<file path="config.mk">
export PLATFORM = sky130hd
export DESIGN_NAME = data_mem_ctrl
export DESIGN_NICKNAME = d
export VERILOG_FILES = /design/src/rtl/data_mem_ctrl.sv
export SDC_FILE = /design/constraint.sdc
export NUM_CORES = 2
export LEC_CHECK = 0
export CAP_MARGIN = 20
export CORE_ASPECT_RATIO = 0.9
export CORE_UTILIZATION = 30
export CTS_CLUSTER_SIZE = 25
export DETAILED_ROUTE_END_ITERATION = 7
export SLEW_MARGIN = 20
export SYNTH_ARGS = -nofsm -noshare
export SYNTH_HDL_FRONTEND = slang
export SYNTH_SLANG_ARGS = --single-unit
</file>
<file path="constraint.sdc">
create_clock -name i_clk -period 12.04 [get_ports i_clk]
set_clock_uncertainty 0.05 [all_clocks]
set_input_delay 1.806 -clock i_clk [delete_from_list [all_inputs] [get_ports i_clk]]
set_output_delay 1.806 -clock i_clk [all_outputs]
set_load 0.02 [all_outputs]
</file>
<file path="src/rtl/data_mem_ctrl.sv">
// -----------------------------------------------------------------------------
// data_mem_ctrl
//   Data-RAM controller that sits between the core's RAM port and an internal
//   byte array. It serves LD/ST/PUSH/POP traffic. The core gives a one-cycle
//   read or write strobe. The controller waits a fixed number of cycles and
//   then pulses o_done. Read data stays on o_rdata until the next read
//   completes, so the core's write-back stage can sample it late. Address bits
//   above ADDR_W are dropped, so stack addresses near 0xFFFF alias onto the top
//   of the array.
//
//   Optional feature: define DMEM_MMIO_EN to map a small GPIO window at
//   0xFF00..0xFF0F that bypasses the array:
//     0xFF00 write -> o_gpio, 0xFF00 read -> o_gpio
//     0xFF01 read  -> i_gpio
//     other window addresses read 0, writes are discarded
//   With the macro undefined, every address goes to the array and o_gpio is 0.
//
// Parameters
//   ADDR_W       array index width, depth = 2**ADDR_W bytes
//   WAIT_CYCLES  extra wait cycles before completion (0..15)
//
// Ports
//   i_clk    clock
//   i_rst    asynchronous active-high reset
//   i_addr   byte address, sampled with the strobe
//   i_wdata  write data, sampled with the strobe
//   i_read   read strobe (one-cycle pulse)
//   i_write  write strobe (one-cycle pulse)
//   o_rdata  read data, updated only when a read completes
//   o_done   one-cycle completion pulse
//   o_busy   high while a request is in flight (including the done cycle)
//   o_err    sticky protocol-error flag, cleared only by reset
//   i_gpio   MMIO input (DMEM_MMIO_EN only)
//   o_gpio   MMIO output register (DMEM_MMIO_EN only)
// -----------------------------------------------------------------------------
module data_mem_ctrl #(
  parameter int ADDR_W      = 8,
  parameter int WAIT_CYCLES = 2
) (
  input  logic        i_clk,
  input  logic        i_rst,
  input  logic [15:0] i_addr,
  input  logic [7:0]  i_wdata,
  input  logic        i_read,
  input  logic        i_write,
  output logic [7:0]  o_rdata,
  output logic        o_done,
  output logic        o_busy,
  output logic        o_err,
  input  logic [7:0]  i_gpio,
  output logic [7:0]  o_gpio
);

  localparam int          DEPTH     = 1 << ADDR_W;
  localparam logic [3:0]  WAIT_INIT = 4'(WAIT_CYCLES);

  typedef enum logic [1:0] {IDLE, WAIT, ACCESS} state_t;

  state_t      state;
  logic [3:0]  cnt;
  logic [15:0] addr_q;
  logic [7:0]  wdata_q;
  logic        rd_q;
  logic        wr_q;

  logic [7:0]  mem [0:DEPTH-1];

  logic              strobe;
  logic              fire;
  logic [15:0]       acc_addr;
  logic [7:0]        acc_wdata;
  logic              acc_rd;
  logic              acc_wr;
  logic [ADDR_W-1:0] acc_idx;
  logic              in_window;
  logic              mem_we;
  logic              rd_en;
  logic [7:0]        rdata_next;

  assign strobe = i_read | i_write;

  // The access happens on the edge that enters ACCESS. Then o_done and
  // o_rdata become visible together in the ACCESS cycle. With zero wait
  // cycles that edge is the strobe edge itself, so the live inputs are used
  // in place of the latched request.
  assign fire      = ((state == IDLE) && strobe && (WAIT_CYCLES == 0)) ||
                     ((state == WAIT) && (cnt == 4'd1));
  assign acc_addr  = (state == IDLE) ? i_addr  : addr_q;
  assign acc_wdata = (state == IDLE) ? i_wdata : wdata_q;
  assign acc_rd    = (state == IDLE) ? i_read  : rd_q;
  assign acc_wr    = (state == IDLE) ? i_write : wr_q;
  assign acc_idx   = acc_addr[ADDR_W-1:0];

  // A request with both read and write set is a protocol error. It makes no
  // array access and leaves o_rdata alone.
  assign mem_we = fire & acc_wr & ~acc_rd & ~in_window & ~i_rst;
  assign rd_en  = fire & acc_rd & ~acc_wr;

`ifdef DMEM_MMIO_EN
  logic [7:0] gpio_q;

  assign in_window = (acc_addr[15:4] == 12'hFF0);
  assign o_gpio    = gpio_q;

  always_comb begin
    rdata_next = mem[acc_idx];
    if (in_window) begin
      rdata_next = 8'h00;
      if (acc_addr[3:0] == 4'h0) begin
        rdata_next = gpio_q;
      end else if (acc_addr[3:0] == 4'h1) begin
        rdata_next = i_gpio;
      end
    end
  end

  always_ff @(posedge i_clk or posedge i_rst) begin
    if (i_rst) begin
      gpio_q <= 8'h00;
    end else if (fire && acc_wr && !acc_rd && (acc_addr == 16'hFF00)) begin
      gpio_q <= acc_wdata;
    end
  end
`else
  logic unused_ok;

  assign in_window  = 1'b0;
  assign o_gpio     = 8'h00;
  assign rdata_next = mem[acc_idx];
  assign unused_ok  = ^{i_gpio, acc_addr};
`endif

  // The array has no reset, so its contents survive i_rst.
  always_ff @(posedge i_clk) begin
    if (mem_we) begin
      mem[acc_idx] <= acc_wdata;
    end
  end

  always_ff @(posedge i_clk or posedge i_rst) begin
    if (i_rst) begin
      state   <= IDLE;
      cnt     <= 4'd0;
      addr_q  <= 16'h0000;
      wdata_q <= 8'h00;
      rd_q    <= 1'b0;
      wr_q    <= 1'b0;
      o_rdata <= 8'h00;
      o_done  <= 1'b0;
      o_busy  <= 1'b0;
      o_err   <= 1'b0;
    end else begin
      case (state)
        IDLE: begin
          if (strobe) begin
            addr_q  <= i_addr;
            wdata_q <= i_wdata;
            rd_q    <= i_read;
            wr_q    <= i_write;
            cnt     <= WAIT_INIT;
            o_busy  <= 1'b1;
            if (i_read && i_write) begin
              o_err <= 1'b1;
            end
            if (WAIT_CYCLES == 0) begin
              state  <= ACCESS;
              o_done <= 1'b1;
            end else begin
              state <= WAIT;
            end
          end
        end
        WAIT: begin
          // A strobe that arrives while busy is dropped and flagged.
          if (strobe) begin
            o_err <= 1'b1;
          end
          cnt <= cnt - 4'd1;
          if (cnt == 4'd1) begin
            state  <= ACCESS;
            o_done <= 1'b1;
          end
        end
        ACCESS: begin
          if (strobe) begin
            o_err <= 1'b1;
          end
          o_done <= 1'b0;
          o_busy <= 1'b0;
          cnt    <= 4'd0;
          state  <= IDLE;
        end
        default: begin
          state <= IDLE;
        end
      endcase
      if (rd_en) begin
        o_rdata <= rdata_next;
      end
    end
  end

endmodule
</file>
==> out/results.ini <==
[outcome]
status=complete, no violations

[final_layout]
area_growth_pct=12.8
drive_gt1_frac=0.137
final_nets=5027
final_area_mm2=0.0925

[sta]
setup_viol_count_final=0
finalHoldWorstSlack_ns=0.437
tns_ns=0
final_period_minus_worst_setup_slack_ns=6.15
min_period_over_period=0.511
finalHoldViolCount=0
worstMarginPinSlew_ns=1.24
timing.fmax_mhz=163
final_max_tran_viols=0
rsz0062_at_grt=no
relative_slew_slack=0.168

[synth]
yosysSeqAreaShare=0.760
syn_inst=4952
ys_async_sr_fraction=0.0168
synth.avg_cell_area_um2=16.6
synth.top_cells.by_area=sky130_fd_sc_hd__edfxtp_1 (75%), sky130_fd_sc_hd__mux4_2 (7.5%), sky130_fd_sc_hd__nand2_1 (4.0%), sky130_fd_sc_hd__nand3_1 (2.3%), sky130_fd_sc_hd__nor2_1 (1.5%)
synth_area_leader_cell=sky130_fd_sc_hd__edfxtp_1
synth.cells.most_frequent=sky130_fd_sc_hd__edfxtp_1 (2048), sky130_fd_sc_hd__nand2_1 (881), sky130_fd_sc_hd__nand3_1 (375), sky130_fd_sc_hd__nor2_1 (320), sky130_fd_sc_hd__mux4_2 (274)
synth.cell_area_mm2=0.0820
synth_edf_count=2048
yosys.cell_count.top_type=sky130_fd_sc_hd__edfxtp_1
yosys_register_bits=2083
synth.lib_cells_used.distinct=59
synth_top_area_frac=0.750
ys.warnings.count=0
synthFlopType=sky130_fd_sc_hd__edfxtp_1

[critical_path]
timing.critical_path.from_type=primary input
cp_num_buf_inv=5
worst_setup_sp=i_addr[2]
setup.worst_path.end_class=flip-flop
crit_fanout=30
critical_path_arrival_ns=6.56
worstPathRequired_ns=12.44
worst_path_dominant_cell_family=buffers and inverters
worstPathCellList=clkdlybuf4s50_1, mux2_4, buf_4, nor2_4, buf_4, buf_4, nand2_1, buf_4, nor2_1
cpMostUsedCell=sky130_fd_sc_hd__buf_4
slowest_stage=sky130_fd_sc_hd__nand2_1
critical_path.reg2reg.startpoint=state[0]
class_of_the_most_critical_setup_path=in -> reg
slowest_delay_ns=0.78

[floorplan]
die_outline_area_mm2=0.276
initial_utilization=0.303
die-height_um=498
rows=181
ios=55
core_mm2=0.271
die-width_um=553

[clock_network]
htree_levels=4
numClockSinks=2083
post_cts_resize_count=0
cts_setup_buffers=0
clkLatencyLatePin_ns=0.84
clock_tree_from_tritoncts=yes
number_of_buffers_on_the_longest_clock_path=3
worst_setup_hold_path_clk_slew_ns=0.06
cts-buffers-inserted=193
post_cts_hold_buffer_count=0
cts_root_buffer=sky130_fd_sc_hd__clkbuf_16

[detailed_routing]
via_per_inst=5.37
drcViolationCount=0
route.vias.total=46700
drt_pass1_iterations=5
route.antenna.remaining_nets=0
drt_wl_total_um=240000
drt_iter0_drc=6463
post_drt_wl_per_cell_um=27.6

[power_and_ir_drop]
power.density_mw_per_mm2=258
power.clock.fraction=0.251
switching_share=0.372
p_int_uw=15000
p_leak_uw=0.0289
p_switching_uw=8870
p_total_uw=23900
combinationalPowerShare=0.354
vdd.ir_drop.worst_v=0.000268
seqPwrFrac=0.395

[hold_path]
worst_hold_path_type=reg -> reg
worst_hold_startpoint=o_err

[grt]
grt_pass1_vias=44700
track_usage=0.170
pin_count_of_the_biggest_net_entering_global_routing=169
grt-ovfl-total=0
grt_pass1_wl_um=338000
initial_antenna_violation_count=11

[placed_design]
placement.cell_area_mm2=0.0864
detailedPlacementHpwl_um=143000
gpl.final_weighted_congestion=0.869
numPortBuffers=30

[job]
max_cap_violations=0

-- power by group through the flow --
stage	sequential, uW	clock (uW)	combinational, uW
6_report	9420	5990	8460
5_1_grt	9420	6310	8850
4_1_cts	9420	6030	8340
3_5_place_dp	9580	0	8330
3_3_place_gp	9570	0	8200
2_1_floorplan	9680	0	4970
-- worst paths after layout --
path,to,slack (ns),cells past startpoint
worst max-delay path,mem[179][6],5.89,9
worst min-delay path,o_err,0.44,2
worst max register to register,o_rdata[5],6.20,12
worst min register to register,o_err,0.44,2
max in group asynchronous,addr_q[2],9.84,3
min in group asynchronous,o_err,1.20,2
-- tightest hold or removal path: cells and delay by family (launching register included) --
family	cells	cell delay [ns]
flops	1	0.35
compound gates	2	0.10
-- state kept, by name, summed over array words and instances, names as in the netlist --
name,flops
mem,2048
addr_q,8
o_rdata,8
wdata_q,8
cnt,4
state,2
o_busy,1
o_done,1
o_err,1
rd_q,1
wr_q,1
-- cell families after synthesis --
family,count (synthesis),share of synthesized area
mux,411,0.0924
compound gates,373,0.0337
other cells,1,0.0000457
buf+inv,324,0.0207
flops,2083,0.760
simple gates,1753,0.0915
fa+ha+maj,7,0.00107
-- cell usage in the layout (no fill, tap or decap), drive strengths merged, types with 8 or more instances in the layout --
cell type / count
a222oi: 12
nor4: 10
dfrtp: 35
edfxtp: 2048
a21oi: 42
a311oi: 48
and2: 10
a22oi: 66
clkbuf: 243
mux2i: 108
bufinv: 14
mux4: 274
buf: 115
a32oi: 45
clkinv: 79
clkdlybuf4s50: 30
a41oi: 8
nand3: 375
nand2: 881
nand4: 71
mux2: 29
conb: 8
nor3: 16
nor2: 320
o21ai: 31
inv: 14
and3: 42
o22ai: 16
a31oi: 42
-- metrics by stage --
stage	setup WS, ns	utilization	std cells
floorplan	7.46	-	4959
global placement	5.12	0.319	8354
detailed placement	5.16	0.319	8354
CTS	6.05	0.341	8696
global route	5.89	0.341	8700
finish	5.89	0.341	8704
-- cell type report --
cell class | instances | area [um2]
Tap cell | 3568 | 4460
Timing Repair Buffer | 145 | 1320
Multi-Input combinational cell | 2552 | 18300
Fill cell | 25500 | 179000
Clock buffer | 243 | 5120
Inverter | 9 | 33.8
Sequential cell | 2083 | 62400
Antenna cell | 5 | 12.5
Clock inverter | 99 | 896
-- routing by layer --
| metal | up-vias | share of wire | track usage |
|---|---|---|---|
| li1 | 19300 | - | - |
| met1 | 24400 | 0.41 | 0.239 |
| met2 | 2552 | 0.45 | 0.258 |
| met3 | 435 | 0.11 | 0.0418 |
| met4 | 8 | 0.033 | 0.0563 |
| met5 | - | 0.00030 | 0 |
Note: power is estimated with default switching activity, not from simulation.
